[config.mk]
export PLATFORM = sky130hd
export DESIGN_NAME = fifo_sync_param
export DESIGN_NICKNAME = d
export VERILOG_FILES = /design/src/rtl/fifo_sync_param.sv
export SDC_FILE = /design/constraint.sdc
export NUM_CORES = 1
export LEC_CHECK = 0
export BUFFER_PORTS_ARGS = -buffer_cell sky130_fd_sc_hd__buf_2
export CORE_AREA = 2 2 105 107
export CTS_CLUSTER_SIZE = 14
export DETAILED_ROUTE_END_ITERATION = 6
export DIE_AREA = 0 0 107 109
export GPL_ROUTABILITY_DRIVEN = 0
export PLACE_DENSITY = 0.56
export REMOVE_ABC_BUFFERS = 1
export SETUP_SLACK_MARGIN = 0.3
export SLEW_MARGIN = 40
export SYNTH_ARGS = -nofsm -noshare
export SYNTH_HDL_FRONTEND = slang
export SYNTH_SLANG_ARGS = --single-unit
[constraint.sdc]
create_clock -name clk -period 4.5 [get_ports clk]
set_clock_uncertainty 0.15 [all_clocks]
set_input_delay 0 -clock clk [delete_from_list [all_inputs] [get_ports clk]]
set_output_delay 0 -clock clk [all_outputs]
set_load 0.02 [all_outputs]
[src/rtl/fifo_sync_param.sv]
// fifo_sync_param: single-clock FIFO with standard/FWFT read, threshold flags and sticky errors
module fifo_sync_param #(
  parameter int DATA_WIDTH = 8,
  parameter int DEPTH = 8,
  parameter int FWFT = 0,
  parameter int AF_THRESH = DEPTH - 2,
  parameter int AE_THRESH = 2,
  localparam int LW = $clog2(DEPTH + 1)
) (
  input  logic                  clk,
  input  logic                  reset,
  input  logic                  flush,
  input  logic                  wr_en,
  input  logic [DATA_WIDTH-1:0] data_in,
  input  logic                  rd_en,
  input  logic                  clr_err,
  output logic [DATA_WIDTH-1:0] data_out,
  output logic                  rd_valid,
  output logic                  full,
  output logic                  empty,
  output logic                  almost_full,
  output logic                  almost_empty,
  output logic [LW-1:0]         level,
  output logic                  overflow,
  output logic                  underflow
);
  localparam int PW = $clog2(DEPTH);
  logic [DATA_WIDTH-1:0] mem [DEPTH];
  logic [PW-1:0] wr_ptr, rd_ptr;
  logic wr_acc, rd_acc;
  function automatic logic [PW-1:0] inc(input logic [PW-1:0] p);
    return p == PW'(DEPTH - 1) ? '0 : p + 1'b1;
  endfunction
  assign full = level == LW'(DEPTH);
  assign empty = level == '0;
  assign almost_full = level >= LW'(AF_THRESH);
  assign almost_empty = level <= LW'(AE_THRESH);
  assign wr_acc = wr_en && !full && !flush;
  assign rd_acc = rd_en && !empty && !flush;
  always_ff @(posedge clk)
    if (wr_acc) mem[wr_ptr] <= data_in;
  always_ff @(posedge clk or posedge reset)
    if (reset) begin
      wr_ptr <= '0;
      rd_ptr <= '0;
      level <= '0;
      overflow <= 1'b0;
      underflow <= 1'b0;
    end else begin
      overflow <= (overflow && !clr_err) || (wr_en && full && !flush);
      underflow <= (underflow && !clr_err) || (rd_en && empty && !flush);
      if (flush) begin
        wr_ptr <= '0;
        rd_ptr <= '0;
        level <= '0;
      end else begin
        if (wr_acc) wr_ptr <= inc(wr_ptr);
        if (rd_acc) rd_ptr <= inc(rd_ptr);
        if (wr_acc != rd_acc) level <= wr_acc ? level + 1'b1 : level - 1'b1;
      end
    end
  // FWFT output is gated to zero while empty so reset and flush present a clean word
  if (FWFT != 0) begin : g_fwft
    assign data_out = empty ? '0 : mem[rd_ptr];
    assign rd_valid = !empty;
  end else begin : g_std
    always_ff @(posedge clk or posedge reset)
      if (reset) begin
        data_out <= '0;
        rd_valid <= 1'b0;
      end else begin
        rd_valid <= rd_acc;
        if (rd_acc) data_out <= mem[rd_ptr];
      end
  end
endmodule

==> flow_summary.yaml, run 1 <==
clock_tree:
  clk_path_buf_depth: 2
  worstSkewPairLatency_ns: 0.36
  htreeDepth: 3
  cts_made_buffers: 9
  path_clk_slew_ns: 0.09
  root_buffer: "clkbuf_8"
  cts_sinks: 85
  ctsResizeCount: 0
  cts_tree: "built"
die:
  die_height_um: 109
  die_x_um: 107
  core-area_mm2: 0.0106
  die_area_mm2: 0.0117
  io_pins: 33
  start_util_pct: 34.3
  placementRows: 38
place:
  dp_cells: 415
  port_buffers: 32
  hpwlAfterDp_um: 4880
grt:
  grt_pass1_vias: 2208
  antenna_found_initial: 0
  grtUsageTotal_pct: 13.9
  grt_max_degree: 36
  gr-total-overflow: 0
  grt_pass1_wl_um: 11900
yosys:
  netlist_instances: 257
  yosysUniqueCellTypes: 36
  synth_edf_count: 64
  ys_async_sr_fraction_pct: 24.7
  synth-seq-cells: 85
  yosys.cell_count.top_type: "edfxtp_1"
  yosys.area.top_type: "edfxtp_1"
  netlist_area_mm2: 0.00364
  synth_area_leaders: "edfxtp_1 53%, dfrtp_1 14%, mux2i_1 9.6%"
  synthTopCellsByCount: "64 x edfxtp_1, 35 x mux2i_1, 21 x dfrtp_1"
  synth_top_area_share_pct: 52.8
  yosys_warnings: 0
  synthFlopType: "edfxtp_1"
  syn_area_per_cell_um2: 14.2
  synth_seq_area_share_pct: 67.3
worst_setup_path:
  crit_type: "flip-flop to flip-flop"
  slowest_stage: "or4b_1"
  critPathMaxFanout: 10
  start_kind: "flip-flop"
  path_cells: "or4b_1 > nor3b_2 > inv_1 > ha_1 > a21o_1 > a2111oi_0 > mux2i_1 > or3b_1"
  arrival_ns: 3.10
  end_kind: "flip-flop"
  required_ns: 4.65
  max_stage_delay_ns: 0.72
  worst-r2r-setup-slack_ns: 1.56
power_and_ir_drop:
  p_sw_share_pct: 33.2
  power.switching_uw: 724
  pwr-share-seq_pct: 48.1
  p_comb_share_pct: 25.7
  intPower_mw: 1.46
  ir_drop_v: 0.000174
  p_leak_nw: 1.60
  power_density_mw_per_mm2: 507
  power_frac_clock_pct: 26.3
drt:
  vias: 2208
  via_per_inst: 4.95
  drc_errors: 0
  ant_nets: 0
  drtIter0Drc: 107
  wl_per_cell_um: 16.9
  firstDrtPassIters: 4
  totalWireLength_um: 7530
sta:
  finalSetupTns_ns: 0
  finalHoldViolCount: 0
  tightest_slew_ns: 0.752
  final-setup-viol-count: 0
  fin_crit_ns: 2.94
  grt_setup_unrepaired: "false"
  slew_viol_final: 0
  slew-limit-headroom_pct: 49.7
  min_period_over_period_pct: 65.4
  fmax_ghz: 0.340
  hold_ws_ns: 0.0437
min_path:
  hp-class: "primary input to asynchronous set/reset pin"
job:
  drv_cap: 0
cells_and_area:
  antenna_cells: 0
  drive_gt1_share_pct: 20.9
  stdcell_count: 446
  area_delta_synth_final_pct: 18.4
  finalNetCount: 322
outcome:
  status: "finished clean"
==> cell type report <==
cell class / instances / area [µm²]
Fill cell: 997 / 6300
Sequential cell: 85 / 2450
Multi-Input combinational cell: 149 / 1120
Timing Repair Buffer: 48 / 318
Tap cell: 140 / 175
Clock buffer: 11 / 151
Clock inverter: 5 / 63.8
Inverter: 8 / 30.0
==> worst paths after layout <==
kind                            cells past startpoint                     from                      end
worst max-delay path                                8     level[0]$_DFFE_PP0P_     level[3]$_DFFE_PP0P_
worst min-delay path                                3                    reset    rd_ptr[2]$_DFFE_PP0P_
worst max register to register                      8     level[0]$_DFFE_PP0P_     level[3]$_DFFE_PP0P_
worst min register to register                      2  data_out[3]$_DFFE_PP0P_  data_out[3]$_DFFE_PP0P_
max in group asynchronous                           3                    reset    rd_ptr[0]$_DFFE_PP0P_
min in group clk                                    3                  clr_err      underflow$_DFF_PP0_
==> power groups by stage <==
stage,logic (mW),registers [mW],clock network [mW]
floorplan,0.324,1.10,0
global placement,0.546,1.06,0
detailed placement,0.554,1.07,0
CTS,0.566,1.05,0.587
global route,0.620,1.07,0.623
finish,0.561,1.05,0.573
==> critical path: cells and delay by family, from the launching register on <==
family          cells  cell delay [ns]
flops               1             0.52
buf+inv             1             0.09
compound gates      2             0.62
fa+ha+maj           1             0.22
mux                 1             0.14
simple gates        3             1.15
==> placed cells by master, fill, tap and decap left out, drive strengths merged, types with 2 or more instances in the layout <==
cell type,synthesis,routed
a211oi,4,4
a21o,2,2
a21oi,8,8
a22oi,16,16
buf,10,33
clkbuf,5,11
dfrtp,21,21
dlygate4sd3,0,15
edfxtp,64,64
ha,6,6
inv,8,10
mux2i,35,35
nand2,15,15
nand2b,6,6
nand3,10,10
nor2,14,14
nor2b,2,2
nor3,4,4
nor3b,3,3
nor4,2,2
o21ai,10,10
xnor2,2,2
==> what timing repair did <==
item,4_1_cts,5_1_grt
hold endpoints to repair,96,0
buffers inserted,0,0
hold buffers,15,0
==> metrics by stage <==
step	worst slack (ns)	util, %	power (mW)	cell area (µm²)
2_1_floorplan	1.74	-	1.43	3560
3_3_place_gp	1.67	36.9	1.61	3910
3_5_place_dp	1.58	37.1	1.62	3930
4_1_cts	1.56	40.5	2.20	4300
5_1_grt	1.31	40.6	2.31	4310
6_report	1.56	40.6	2.18	4310
==> layer usage <==
layer	vias up	global-route usage [%]	share of wire, %
met4	0	4.92	1.6
met2	54	22.2	47
met3	14	4.12	4.6
li1	1058	-	-
met5	-	0	0
met1	1082	18.1	47
==> sequential cells by signal, indices dropped and copies added (netlist names) <==
name and flops:
rd_ptr 3, overflow 1, data_out 8, wr_ptr 3, rd_valid 1, underflow 1
mem 64, level 4
==> cells by family (layout without fill, tap and decap cells) <==
family | after synthesis | after routing | synth area share (%)
flops | 85 | 85 | 67.3
mux | 35 | 35 | 9.63
xor+xnor | 2 | 2 | 0.482
compound gates | 44 | 44 | 8.67
fa+ha+maj | 7 | 7 | 2.61
simple gates | 61 | 61 | 8.49
buf+inv | 23 | 72 | 2.85
Power figures use the tool's default switching activity.
==> inputs of run 2 (changes only) <==
- PLACE_DENSITY: 0.56 -> 0.58
- clock period: 4.5 -> 2.59 ns (I/O delays scaled with it)
==> run 2 against run 1 <==
Effect of this change:
- global-route usage down 0.40 points
- combinational power increased by 110%
- worst setup slack worse by 1.4 ns
- first-iteration DRC count grew 11%
- largest cell class unchanged
==> flow_summary.yaml, run 2 (same netlist as run 1, synthesis figures left out) <==
die:
  placementRows: 38
  die_area_mm2: 0.0117
  core-area_mm2: 0.0106
  io_pins: 33
  die_height_um: 109
  die_x_um: 107
  start_util_pct: 34.3
sta:
  slew_viol_final: 0
  min_period_over_period_pct: 95.0
  tightest_slew_ns: 0.799
  grt_setup_unrepaired: "true"
  worst_slack_ns: 0.129
  slew-limit-headroom_pct: 46.5
  fmax_ghz: 0.406
  fin_crit_ns: 2.46
  finalHoldViolCount: 0
  final-setup-viol-count: 0
  finalSetupTns_ns: 0
clock_tree:
  cts_sinks: 85
  root_buffer: "clkbuf_8"
  clk_path_buf_depth: 2
  path_clk_slew_ns: 0.09
  worstSkewPairLatency_ns: 0.36
  cts_made_buffers: 9
  htreeDepth: 3
  cts_tree: "built"
power_and_ir_drop:
  p_leak_nw: 1.67
  ir_drop_v: 0.000502
  p_comb_share_pct: 30.3
  finalPower_mw: 3.97
  intPower_mw: 2.68
  power_frac_clock_pct: 26.2
  power_density_mw_per_mm2: 889
  power.switching_mw: 1.30
  pwr-share-seq_pct: 43.5
  p_sw_share_pct: 32.6
cells_and_area:
  antenna_cells: 0
  area_delta_synth_final_pct: 22.7
  final_common_cell: "edfxtp_1"
  reg.largest.list: "mem (64), data_out (8), level (4)"
  final-seq-area_mm2: 0.00245
  regMostFlops: "mem"
  nFillCells: 975
  multi_input_area_mm2: 0.00115
  drive_gt1_share_pct: 24.4
  largest_register_ffs: 64
  stdcell_count: 460
  most-common-layout-cells: "64 x edfxtp_1, 35 x mux2i_1, 32 x buf_2"
  finalNetCount: 336
place:
  port_buffers: 32
  dp_cells: 427
  place_ws_ns: 0.0363
  hpwlAfterDp_um: 4800
worst_setup_path:
  crit_type: "flip-flop to flip-flop"
  r2r_end: "level[3]$_DFFE_PP0P_"
  r2r_start: "level[0]$_DFFE_PP0P_"
  start_kind: "flip-flop"
  arrival_ns: 2.54
  cp-startpoint: "level[0]$_DFFE_PP0P_"
  end_kind: "flip-flop"
  required_ns: 2.67
  critPathMaxFanout: 3
  reg2reg_depth: 8
  worst-r2r-setup-slack_ns: 0.13
min_path:
  hp-class: "primary input to asynchronous set/reset pin"
drt:
  drtIter0Drc: 119
  vias: 2236
  firstDrtPassIters: 4
  ant_nets: 0
  via_per_inst: 4.86
  drc_errors: 0
  totalWireLength_um: 7420
  wl_per_cell_um: 16.1
grt:
  grt_max_degree: 23
  grt_pass1_vias: 2213
  grt_pass1_wl_um: 11500
  gr-total-overflow: 0
  antenna_found_initial: 0
  grtUsageTotal_pct: 13.5
outcome:
  status: "finished clean"
job:
  drv_cap: 0
==> run 2: cell count changes in the layout (fill, tap and decap cells not counted), moves of 2 or more <==
cell,delta
clkbuf_8,-2
nor3_1,+2
nor3_2,-2
buf_4,+12
==> run 2: how the worst max path moves through the flow <==
stage | end | slack [ns] | cells after the start
after detailed placement | level[3]$_DFFE_PP0P_ | 0.04 | 8
after CTS | level[3]$_DFFE_PP0P_ | 0.16 | 8
after global placement | level[3]$_DFFE_PP0P_ | 0.15 | 8
final | level[3]$_DFFE_PP0P_ | 0.13 | 8
after global routing | level[3]$_DFFE_PP0P_ | 0.04 | 8
after floorplan | level[3]$_DFFE_PP0P_ | -0.17 | 8
==> run 2: power by group through the flow <==
stage          Clock [mW]  Sequential, mW  Combinational [mW]
4_1_cts              1.06            1.73                1.17
3_3_place_gp            0            1.75                1.11
5_1_grt              1.12            1.75                1.31
2_1_floorplan           0            1.92               0.562
6_report             1.04            1.73                1.20
3_5_place_dp            0            1.76                1.13
==> run 2: repair_timing <==
action	4_1_cts	5_1_grt
gates resized for setup	5	5
endpoints found under the hold margin	96	0
buffers inserted	0	1
pin swaps	6	4
hold buffers	16	0
setup endpoints to repair	1	10
==> run 2: layout make-up <==
cell class                      count  share of cell area, %
Multi-Input combinational cell    149                   25.8
Tap cell                          140                   3.92
Sequential cell                    85                   54.8
Timing Repair Buffer               62                   9.81
Clock inverter                      6                   2.10
Inverter                            8                  0.672
Clock buffer                       10                   2.86
==> run 2: through the flow <==
stage                     area (µm²)  utilization [%]  hold slack, ns
final                           4470             42.1          0.0304
after floorplan                 3560                -          -0.173
after CTS                       4420             41.7          0.0338
after global placement          4010             37.8          0.0494
after detailed placement        4020             37.9          0.0485
after global routing            4470             42.1          0.0716
==> run 2: worst max-delay path, cell delays in order (launching register included) <==
cell     delay, ns
dfrtp_1       0.38
or4b_4        0.54
nor3b_4       0.17
inv_2         0.08
ha_4          0.19
a21o_1        0.21
a21oi_2       0.19
nor3b_2       0.06
or3b_1        0.38
==> run 2: routing by layer <==
layer,global-route usage [%],vias up,routed length (µm)
met5,0,-,0
met4,5.84,0,117
met3,3.29,9,264
met2,22.3,49,3510
met1,16.9,1088,3530
li1,-,1090,-
==> inputs of run 3 (changes only) <==
- PLACE_DENSITY: 0.58 -> 0.56
- clock period: 2.59 -> 3.2 ns (I/O delays scaled with it)
==> run 3 against run 2 <==
Effect of this change:
- sequential cell count unchanged
- die area stayed put
- clock power shrank 18%
- sequential share of layout area is 1.3 points higher
- critical endpoint unchanged
- sequential power is 17% lower
- global-route usage rose by 0.71 points
==> flow_summary.yaml, run 3 (same netlist as run 1, synthesis figures left out) <==
clock_tree:
  htreeDepth: 3
  cts_tree: "built"
  root_buffer: "clkbuf_8"
  worstSkewPairLatency_ns: 0.36
  cts_sinks: 85
  path_clk_slew_ns: 0.09
  clk_path_buf_depth: 2
  cts_made_buffers: 9
  post-cts-setup-buffer-count: 0
outcome:
  status: "finished clean"
die:
  core-area_mm2: 0.0106
  die_height_um: 109
  die_x_um: 107
  io_pins: 33
  placementRows: 38
  start_util_pct: 34.3
  die_area_mm2: 0.0117
power_and_ir_drop:
  p_comb_share_pct: 27.5
  ir_drop_v: 0.000300
  power.switching_mw: 1.04
  power_frac_clock_pct: 27.2
  power_density_mw_per_mm2: 720
  intPower_mw: 2.11
  pwr-share-seq_pct: 45.3
  p_leak_nw: 1.64
  finalPower_mw: 3.14
  p_sw_share_pct: 33.0
min_path:
  hp-class: "primary input to asynchronous set/reset pin"
worst_setup_path:
  arrival_ns: 2.79
  crit_type: "flip-flop to flip-flop"
  required_ns: 3.29
  critPathMaxFanout: 10
  path_delay_family: "simple AND/OR/NAND/NOR gates"
  path_buf_inv: 1
  slowest_stage: "or4b_1"
  start_kind: "flip-flop"
  end_kind: "flip-flop"
  max_stage_delay_ns: 0.55
  path_cells: "or4b_1 > nor3b_2 > inv_1 > ha_1 > a21o_1 > a21oi_1 > nor3b_1 > or3b_1"
place:
  hpwlAfterDp_um: 4860
  port_buffers: 32
drt:
  wl_per_cell_um: 17.1
  vias: 2285
  via_per_inst: 5.01
  totalWireLength_um: 7790
  firstDrtPassIters: 4
  drtIter0Drc: 155
  ant_nets: 0
  drc_errors: 0
sta:
  finalHoldViolCount: 0
  final-setup-viol-count: 0
  fmax_ghz: 0.371
  tightest_slew_ns: 0.822
  slew-limit-headroom_pct: 45.0
  finalSetupTns_ns: 0
  grt_setup_unrepaired: "false"
  fin_crit_ns: 2.70
  slew_viol_final: 0
  min_period_over_period_pct: 84.3
grt:
  grtUsageTotal_pct: 14.2
  grt_pass1_wl_um: 12100
  gr-total-overflow: 0
  grt_max_degree: 25
  antenna_found_initial: 0
  grt_pass1_vias: 2181
cells_and_area:
  fin_util_pct: 41.2
  drive_gt1_share_pct: 21.5
  finalNetCount: 332
  final_common_cell: "edfxtp_1"
  largest_register_ffs: 64
  area_delta_synth_final_pct: 20.0
  reg.largest.list: "mem (64), data_out (8), level (4)"
  most-common-layout-cells: "64 x edfxtp_1, 35 x mux2i_1, 32 x buf_2"
  regMostFlops: "mem"
  antenna_cells: 0
job:
  drv_cap: 0
==> run 3: cell types whose count changed in the layout (fill, tap and decap cells not counted), sizes merged <==
cell	previous run	this run
buf	46	43
clkinv	0	2
clkinvlp	1	0
dlygate4sd3	16	15
inv	11	10
==> run 3: metrics by stage <==
stage	hold slack, ns	worst slack [ns]	instances	instance area, µm²
floorplan	-0.173	0.436	242	3560
global placement	0.0601	0.534	425	3980
detailed placement	-0.105	0.456	425	3990
CTS	0.0549	0.435	456	4360
global route	0.120	0.318	456	4370
finish	0.0525	0.503	456	4370
==> run 3: worst paths after layout <==
path,startpoint,to,slack (ns),cells after the start
min in group clk,clr_err,underflow$_DFF_PP0_,0.25,3
max in group asynchronous,reset,rd_ptr[0]$_DFFE_PP0P_,2.48,3
hold / removal,reset,overflow$_DFF_PP0_,0.05,3
setup reg to reg,level[0]$_DFFE_PP0P_,level[3]$_DFFE_PP0P_,0.50,8
setup / recovery,level[0]$_DFFE_PP0P_,level[3]$_DFFE_PP0P_,0.50,8
hold reg to reg,data_out[7]$_DFFE_PP0P_,data_out[7]$_DFFE_PP0P_,0.36,2
==> run 3: final cells by class <==
cell class / instances / area, µm²
fillers: 996 / 6240
multi-input cells: 149 / 1090
inverters: 8 / 30.0
well taps: 140 / 175
clock inverters: 6 / 95.1
repair buffers: 58 / 393
clock buffers: 10 / 128
flip-flops and latches: 85 / 2450
==> run 3: per-layer routing <==
layer,up-vias,GRT usage (%),part of all wire (%)
li1,1077,-,-
met2,71,23.0,47
met3,12,2.45,4.6
met4,0,5.57,1.6
met1,1125,19.2,46
met5,-,0,0
==> run 3: what timing repair did <==
action | in CTS | in global routing
endpoints found under the setup margin | 0 | 1
resized for setup | 0 | 4
hold endpoints to repair | 96 | 0
hold buffers | 15 | 0
==> run 3: worst min-delay path, delay by kind of cell <==
family / cells / cell delay (ns)
buffers and inverters: 3 / 1.01
==> run 3: power by group through the flow <==
| stage | registers [mW] | logic (mW) | clock network (mW) |
|---|---|---|---|
| 2_1_floorplan | 1.55 | 0.455 | 0 |
| 3_3_place_gp | 1.44 | 0.844 | 0 |
| 3_5_place_dp | 1.45 | 0.855 | 0 |
| 4_1_cts | 1.42 | 0.872 | 0.868 |
| 5_1_grt | 1.45 | 0.946 | 0.915 |
| 6_report | 1.43 | 0.864 | 0.855 |
